## src/rtl/phase_sequencer_pkg.sv

```systemverilog
// Shared definitions for the five-phase sequencer: phase bit indices, state
// encoding and the wait-counter width helper.
package phase_sequencer_pkg;

  localparam int PHASE_W = 5;
  localparam int PH_F    = 0;
  localparam int PH_R    = 1;
  localparam int PH_X    = 2;
  localparam int PH_M    = 3;
  localparam int PH_W    = 4;

  typedef enum logic [2:0] {
    ST_IDLE = 3'd0,
    ST_F    = 3'd1,
    ST_R    = 3'd2,
    ST_X    = 3'd3,
    ST_M    = 3'd4,
    ST_W    = 3'd5,
    ST_HALT = 3'd6
  } state_t;

  // Keeps the counter at least one bit wide when the timeout is disabled.
  function automatic int cnt_width(input int max_val);
    return (max_val < 1) ? 1 : $clog2(max_val + 1);
  endfunction

endpackage

```

## src/rtl/phase_wait_timer.sv

```systemverilog
// Saturating wait counter shared by the F and M states; flags expiry when the
// count reaches WAIT_TIMEOUT (never when WAIT_TIMEOUT is 0).
module phase_wait_timer
  import phase_sequencer_pkg::*;
#(
  parameter int WAIT_TIMEOUT = 255
) (
  input  logic i_clk,
  input  logic i_rst,
  input  logic i_clr,
  input  logic i_wait,
  output logic o_expired
);

  localparam int CNT_W = cnt_width(WAIT_TIMEOUT);

  logic [CNT_W-1:0] r_cnt;

  always_ff @(posedge i_clk or posedge i_rst) begin
    if (i_rst) begin
      r_cnt <= '0;
    end else if (i_clr) begin
      r_cnt <= '0;
    end else if (i_wait && (r_cnt != '1)) begin
      r_cnt <= r_cnt + CNT_W'(1);
    end
  end

  assign o_expired = (WAIT_TIMEOUT > 0) && (r_cnt == CNT_W'(WAIT_TIMEOUT));

endmodule

```

## src/rtl/phase_sequencer.sv

```systemverilog
// Five-phase (F,R,X,M,W) control sequencer with halt/run and memory-wait
// timeout. Define PHASE_SEQ_PERF_EN to add cycle/instruction counters.
module phase_sequencer
  import phase_sequencer_pkg::*;
#(
  parameter int WAIT_TIMEOUT = 255,
  parameter bit SKIP_MEM     = 1'b1
) (
  input  logic               i_clk,
  input  logic               i_rst,
  input  logic               i_run,
  input  logic               i_halt_req,
  input  logic               i_mem_op,
  input  logic               i_imem_ack,
  input  logic               i_dmem_ack,
  output logic [PHASE_W-1:0] o_phase,
  output logic               o_imem_req,
  output logic               o_dmem_req,
  output logic               o_retire,
  output logic               o_halted,
  output logic               o_timeout_err
`ifdef PHASE_SEQ_PERF_EN
  ,
  output logic [31:0]        o_cycle_cnt,
  output logic [31:0]        o_instr_cnt
`endif
);

  state_t r_state;
  state_t w_next;
  logic   r_halt_pend;
  logic   r_timeout_err;
  logic   w_timeout;
  logic   w_expired;
  logic   w_wait;
  logic   w_clr;

  assign w_wait = ((r_state == ST_F) && !i_imem_ack) ||
                  ((r_state == ST_M) && !i_dmem_ack);
  assign w_clr  = ((w_next == ST_F) || (w_next == ST_M)) && (w_next != r_state);

  phase_wait_timer #(
    .WAIT_TIMEOUT(WAIT_TIMEOUT)
  ) u_wait_timer (
    .i_clk    (i_clk),
    .i_rst    (i_rst),
    .i_clr    (w_clr),
    .i_wait   (w_wait),
    .o_expired(w_expired)
  );

  always_comb begin
    w_next    = r_state;
    w_timeout = 1'b0;
    case (r_state)
      ST_IDLE: begin
        if (i_halt_req || r_halt_pend) w_next = ST_HALT;
        else if (i_run)                w_next = ST_F;
      end
      ST_F: begin
        if (i_imem_ack) begin
          w_next = ST_R;
        end else if (w_expired) begin
          w_next    = ST_HALT;
          w_timeout = 1'b1;
        end
      end
      ST_R: w_next = ST_X;
      ST_X: w_next = (i_mem_op || !SKIP_MEM) ? ST_M : ST_W;
      ST_M: begin
        if (i_dmem_ack) begin
          w_next = ST_W;
        end else if (w_expired) begin
          w_next    = ST_HALT;
          w_timeout = 1'b1;
        end
      end
      ST_W:    w_next = (r_halt_pend || i_halt_req) ? ST_HALT : ST_F;
      ST_HALT: if (i_run && !i_halt_req) w_next = ST_F;
      default: w_next = ST_IDLE;
    endcase
  end

  always_ff @(posedge i_clk or posedge i_rst) begin
    if (i_rst) begin
      r_state       <= ST_IDLE;
      r_halt_pend   <= 1'b0;
      r_timeout_err <= 1'b0;
    end else begin
      r_state <= w_next;
      // Entering HALT consumes the pending request, even one raised this cycle.
      if ((w_next == ST_HALT) && (r_state != ST_HALT)) r_halt_pend <= 1'b0;
      else if (i_halt_req)                             r_halt_pend <= 1'b1;
      if (w_timeout) r_timeout_err <= 1'b1;
    end
  end

  always_comb begin
    o_phase = '0;
    case (r_state)
      ST_F:    o_phase[PH_F] = 1'b1;
      ST_R:    o_phase[PH_R] = 1'b1;
      ST_X:    o_phase[PH_X] = 1'b1;
      ST_M:    o_phase[PH_M] = 1'b1;
      ST_W:    o_phase[PH_W] = 1'b1;
      default: o_phase = '0;
    endcase
  end

  assign o_imem_req    = (r_state == ST_F);
  assign o_dmem_req    = (r_state == ST_M);
  assign o_retire      = (r_state == ST_W);
  assign o_halted      = (r_state == ST_HALT);
  assign o_timeout_err = r_timeout_err;

`ifdef PHASE_SEQ_PERF_EN
  logic [31:0] r_cycle_cnt;
  logic [31:0] r_instr_cnt;

  always_ff @(posedge i_clk or posedge i_rst) begin
    if (i_rst) begin
      r_cycle_cnt <= '0;
      r_instr_cnt <= '0;
    end else begin
      if ((r_state != ST_IDLE) && (r_state != ST_HALT)) r_cycle_cnt <= r_cycle_cnt + 32'd1;
      if (r_state == ST_W) r_instr_cnt <= r_instr_cnt + 32'd1;
    end
  end

  assign o_cycle_cnt = r_cycle_cnt;
  assign o_instr_cnt = r_instr_cnt;
`endif

endmodule
```

## config.mk

```make
export PLATFORM = sky130hd
export DESIGN_NAME = phase_sequencer
export DESIGN_NICKNAME = d
export VERILOG_FILES = /design/src/rtl/phase_sequencer_pkg.sv /design/src/rtl/phase_wait_timer.sv /design/src/rtl/phase_sequencer.sv
export SDC_FILE = /design/constraint.sdc
export NUM_CORES = 1
export LEC_CHECK = 0
export BUFFER_PORTS_ARGS = -buffer_cell sky130_fd_sc_hd__clkbuf_2
export CORE_UTILIZATION = 50
export CTS_BUF_LIST = sky130_fd_sc_hd__clkbuf_4
export CTS_CLUSTER_SIZE = 16
export DETAILED_ROUTE_END_ITERATION = 6
export PLACE_DENSITY = 0.73
export SLEW_MARGIN = 20
export SYNTH_ARGS = -nofsm -noshare
export SYNTH_HDL_FRONTEND = slang
export SYNTH_SLANG_ARGS = --single-unit
```

## constraint.sdc

```tcl
create_clock -name i_clk -period 2.8 [get_ports i_clk]
set_clock_uncertainty 0.2 [all_clocks]
set_input_delay 0.42 -clock i_clk [delete_from_list [all_inputs] [get_ports i_clk]]
set_output_delay 0.42 -clock i_clk [all_outputs]
set_load 0.005 [all_outputs]
```

---- Word level (Yosys, flattened, before mapping) ----
Index checks and enable logic that the tools add are counted.
word-level totals
  output and inout port bits .............. 10
  register bits ........................... 13
  word-level logic and storage cells ...... 55
operators by class
  add/subtract/negate cells ............... 1
  mux-type cells .......................... 22
  equal/unequal tests ..................... 13
  reductions and logical operators ........ 15
operator list
  operator                                              count
  two-way mux 3 bit                                     7
  case mux 3 bit (7 select lines)                       1
  two-way mux 8 bit                                     2
  equality test 3 bit (second input constant)           5
  two-way mux 1 bit                                     11
  adder 8 x 1 -> 8 bit (second input constant)          1
  equality test 8 bit (second input constant)           1
  != test 8 bit (second input constant)                 1
  equality test 3 x 1 -> 1 bit (second input constant)  2
  equality test 3 x 2 -> 1 bit (second input constant)  2
  logical AND 1 bit                                     6
  nonzero test 2 bit                                    2
  logical NOT 1 bit                                     3
  logical NOT 3 bit                                     1
  logical OR 1 bit                                      3
  != test 3 bit                                         1
  != test 3 bit (second input constant)                 1
  case mux 1 bit (2 select lines)                       1

---- Depth between registers and ports, before layout ----
  depth in word-level cells ............... 8
  mapped depth ............................ 7
  mapped depth without buffers ............ 6

---- By module ----
A second synthesis with hierarchy kept.
second synthesis, totals
  cell total of the unflattened synthesis .. 105
  area, all modules ....................... 962.2 µm²
modules (own cells, without submodules)
  module            cells an instance  times used  area each (µm²)  sequential area each (µm²)
  phase_wait_timer  48                 1           491.7            200.2
  phase_sequencer   57                 1           470.5            125.1

---- Worst setup path before layout ----
Ideal clock, no wire load.
  kind .................................... flip-flop to flip-flop
  start point ............................. register r_state[2]
  end point ............................... register u_wait_timer.r_cnt[2]
  library setup time ...................... 0.149 ns
  path buffers ............................ 0
  data arrival time ....................... 1.673 ns
  clock period less this slack ............ 2.022 ns
  data required time ...................... 2.451 ns
  slack ................................... 0.778 ns
  stages on the path, launching flop included .. 6
  cells stage by stage .................... dfrtp_1 > or3b_4 > or4_4 > o31a_4 > mux2i_4 > a221oi_2
between the ends
  cells in the longest elaborated chain, start to end .. 7
  elaborated cells on any way between the ends .. 25
  those cells by class .................... 9 x eq/ne; 8 x mux; 8 x reduce/logical
RTL lines
  element                                                              RTL line                                                             RTL
  start: declaration                                                   phase_sequencer.sv:29                                                state_t r_state;
  start signal: assignment                                             phase_sequencer.sv:90                                                r_state <= w_next;
  two-way mux 3 bit (on tied branches)                                 phase_sequencer.sv:63, phase_sequencer.sv:73, phase_sequencer.sv:58
  two-way mux 3 bit (on tied branches)                                 phase_sequencer.sv:71, phase_sequencer.sv:57, phase_sequencer.sv:61
  case mux 3 bit (7 select lines)                                      phase_sequencer.sv:55                                                case (r_state)
  equality test 3 x 1 -> 1 bit or equality test 3 bit (tied branches)  phase_sequencer.sv:40                                                assign w_clr = ((w_next == ST_F) || (w_next == ST_M)) && (w_next != r_state);
  logical OR 1 bit                                                     phase_sequencer.sv:40
  logical AND 1 bit                                                    phase_sequencer.sv:40
  two-way mux 8 bit or nonzero test 2 bit (tied branches)              -
  end signal: assignment                                               phase_wait_timer.sv:25                                               r_cnt <= r_cnt + CNT_W'(1);
  end: declaration                                                     phase_wait_timer.sv:17                                               logic [CNT_W-1:0] r_cnt;
Several ways; a longest one is shown, not always the timed one.
A chain may end at the register's enable or synchronous reset.

---- Worst setup path after layout ----
  start point ............................. register r_state[0]
  end point ............................... register u_wait_timer.r_cnt[5]
Same word-level chain as after synthesis.

==> results list <==
- Static Leakage: just over 0.5 nW
* Initial cell density of the core: 54.0%
* Final worst path period share: a little over four fifths
* DR vias: approximately 800
- Least-Margin Pin Slew: 0.669 ns
* Number of resized instances in the post-cts repair step: 0
- Maximum fanout count along the critical path: 14
- TritonCTS built the clock tree.
- Largest net degree at the start of global routing: 16
- Max-slew violation count: 0
- The final layout contains routed wiring with a total length of 1860 um.
- Clock latency reported for the late side of the worst-skew pair: between 0.2 and 0.3 ns
* IO Port Bufs: 16
- Each instance of the synthesized netlist takes up on average between 8 and 9 um^2.
* Syn. warnings: 0
- HP Class: input port to register
- Summing the sequential cell areas from Yosys gives 34.5% of the chip area.
* Post-Route Setup TNS: 0 ns
* Top-level I/O count: 17
* Distinct cells, synth: 38
- CP Capture Type: register
- In this run, the number of DRC markers left after iteration 0 of detailed routing was 10.
* Placer's final routability congestion estimate: 0.816
- The final-report hold violation count is 0.
- The floorplan step set the die height to roughly 45 um.
- The number of antenna violations at the first check in global routing is 0.
* H-tree levels: 1
- In the final layout, the share of cells above drive strength 1 is between 20 and 30%.
- Summing every instance area after synthesis gives about 940 um^2.
* Type of element launching the critical path: register
- Number of cells in the finished layout apart from fillers: approximately 150
* Number of remaining DRC errors: 0
- Outcome: finished, final reports clean
* Relative slew slack: 55.3%
- Counting the buffers created by CTS gives 3.
* Core region area: 1750 um^2
- Post-synthesis instance total: 105
- Number of vias per cell after detailed routing: 5.66
- Post-layout nets: between 100 and 150
- After detailed routing, the average wire length per cell comes to ~13 um.
- Post-route design area: about 1100 um^2
* Clk buf depth: 2
- Arrival time worst endpoint: roughly 2.3 ns
* Clock Tree Root: sky130_fd_sc_hd__clkbuf_4
- Timing would allow up to approximately 430 MHz.
- Once detail routing completed, the nets flagged for antenna violations numbered 0.
- Setup violations remaining at the end of the flow were counted as 0.
- The number of antenna diodes in the final layout is 0.
- Across the run, the number of max-cap violations was 0.
- Category of the most critical setup path: register to register
* Worst-case vdd ir drop: roughly 0.63 mV
- Relative to the synthesized area, the layout overhead comes to 12.1%.
- For this run, the total global-route usage over all layers was measured as 21.5%.
* Register bit total from synthesis: 13
- Global routing finished with a remaining overflow of 0.
- The number of global-route vias before repair was about 750.
- The number of nets in the synthesized netlist is 113.
- Once placement finished, the instance area stood at roughly 1000 um^2.
- Worst hold slack after final layout: 0.264 ns
- The first global-routing pass estimated between 3000 and 4000 um of wire.
- Required time of the critical path: around 2.7 ns
- The routed design could run at a clock period as short as between 2 and 2.5 ns.
- Final Core Density: 60.5%
* Placed Cells: 140
- The die covers just over 2000 um^2.
* Overall die width: about 45 um
* Row cnt: 15
- HPWL Detailed: about 1400 um
- For this run, the detailed router's first-pass iteration total came to 4.
* Num Clock Sinks: 13
- Total power per unit cell area: ~940 nW/um^2
- Setup repair after global routing missed its margin: false
* Clock transition at path regs: about 0.08 ns
[metal layers]
layer | wire length [um] | track usage (%)
met4 | 26 | 9.70
met5 | 0 | 0
met3 | 35 | 1.19
met1 | 871 | 27.0
met2 | 930 | 37.7
[state kept, by name (all words and copies together) (netlist names)]
register            flops
r_halt_pend             1
r_state                 3
u_wait_timer.r_cnt      8
o_timeout_err           1
[worst max-delay path, cell delays in order (launching register included)]
cell                      delay, ns
sky130_fd_sc_hd__dfrtp_1       0.55
sky130_fd_sc_hd__or3b_4        0.45
sky130_fd_sc_hd__or4_4         0.43
sky130_fd_sc_hd__o31a_4        0.13
sky130_fd_sc_hd__mux2i_4       0.29
sky130_fd_sc_hd__a21oi_1       0.12
[cell usage in the layout, fill, tap and decap left out, drive strengths merged]
master,instances
nand2,12
nor2,8
and3,4
xor2,4
or3b,4
nand3,7
a21oi,13
or2b,1
a221oi,2
mux2i,4
dlygate4sd3,1
o21bai,1
o31a,1
a211o,1
a21o,2
and4b,1
nand3b,1
nor2b,1
nand4,2
or2,1
dfrtp,13
o21ai,1
or3,1
a31oi,1
nor3b,2
clkbuf,20
ha,1
nand2b,2
or4,1
a211oi,1
a311o,1
inv,5
[timing repair]
| action | in CTS | in global routing |
|---|---|---|
| hold endpoints to repair | 13 | 0 |
| hold buffers | 1 | 0 |
| setup buffers | 0 | 0 |
[area by class of cell]
class                           count  area (um^2)
Timing Repair Buffer               17         90.1
Inverter                            5         18.8
Clock buffer                        4         30.0
Tap cell                           25         31.3
Multi-Input combinational cell     81          561
Sequential cell                    13          325
Fill cell                         171          689
[cell families (layout without fill, tap and decap cells)]
logic type | after synthesis | count (layout) | synth area share, %
compound gates | 24 | 24 | 19.4
fa+ha+maj | 1 | 1 | 1.33
buf+inv | 11 | 26 | 5.98
xor+xnor | 4 | 4 | 3.72
mux | 4 | 4 | 5.58
simple gates | 48 | 48 | 29.5
flops | 13 | 13 | 34.5
[stage by stage]
| stage | power, mW | worst slack [ns] |
|---|---|---|
| after CTS | 0.992 | 0.469 |
| after detailed placement | 0.868 | 0.482 |
| final | 0.989 | 0.468 |
| after global placement | 0.843 | 0.534 |
| after floorplan | 0.752 | 0.778 |
| after global routing | 1.07 | 0.371 |
[final timing paths]
path / start / end / slack [ns] / cells after the start
worst max-delay path: r_state[0] / u_wait_timer.r_cnt[5] / 0.47 / 5
max in group asynchronous: i_rst / u_wait_timer.r_cnt[7] / 1.56 / 3
worst min-delay path: i_halt_req / r_halt_pend / 0.26 / 3
worst min register to register: o_timeout_err / o_timeout_err / 0.27 / 1
worst max register to register: r_state[0] / u_wait_timer.r_cnt[5] / 0.47 / 5
min in group asynchronous: i_rst / r_state[1] / 0.50 / 3
[synthesized netlist by cell type, drive strengths merged]
cell | number | share of area, %
buf | 6 | 4.0
o21ai | 1 | 0.53
a311o | 1 | 1.1
and3 | 4 | 2.7
a211oi | 1 | 1.3
and4b | 1 | 1.1
nor3b | 2 | 2.1
nor2 | 8 | 3.2
or3 | 1 | 0.66
nand3 | 7 | 4.2
a221oi | 2 | 2.5
a31oi | 1 | 0.66
dfrtp | 13 | 35
or3b | 4 | 4.0
o21bai | 1 | 0.80
a211o | 1 | 0.93
a21o | 2 | 1.6
or2 | 1 | 0.66
inv | 5 | 2.0
a21oi | 13 | 8.1
or2b | 1 | 0.80
nor2b | 1 | 0.66
nand4 | 2 | 1.3
or4 | 1 | 1.2
nand3b | 1 | 0.80
o31a | 1 | 1.9
mux2i | 4 | 5.6
xor2 | 4 | 3.7
nand2b | 2 | 1.3
nand2 | 12 | 4.8
ha | 1 | 1.3
[power breakdown]
group / total [mW] / internal (mW) / switching [mW]
combinational: 0.543 / 0.236 / 0.307
clock: 0.124 / 0.0649 / 0.0587
sequential: 0.322 / 0.231 / 0.0915
No activity file was read; power rests on OpenSTA's default activity.
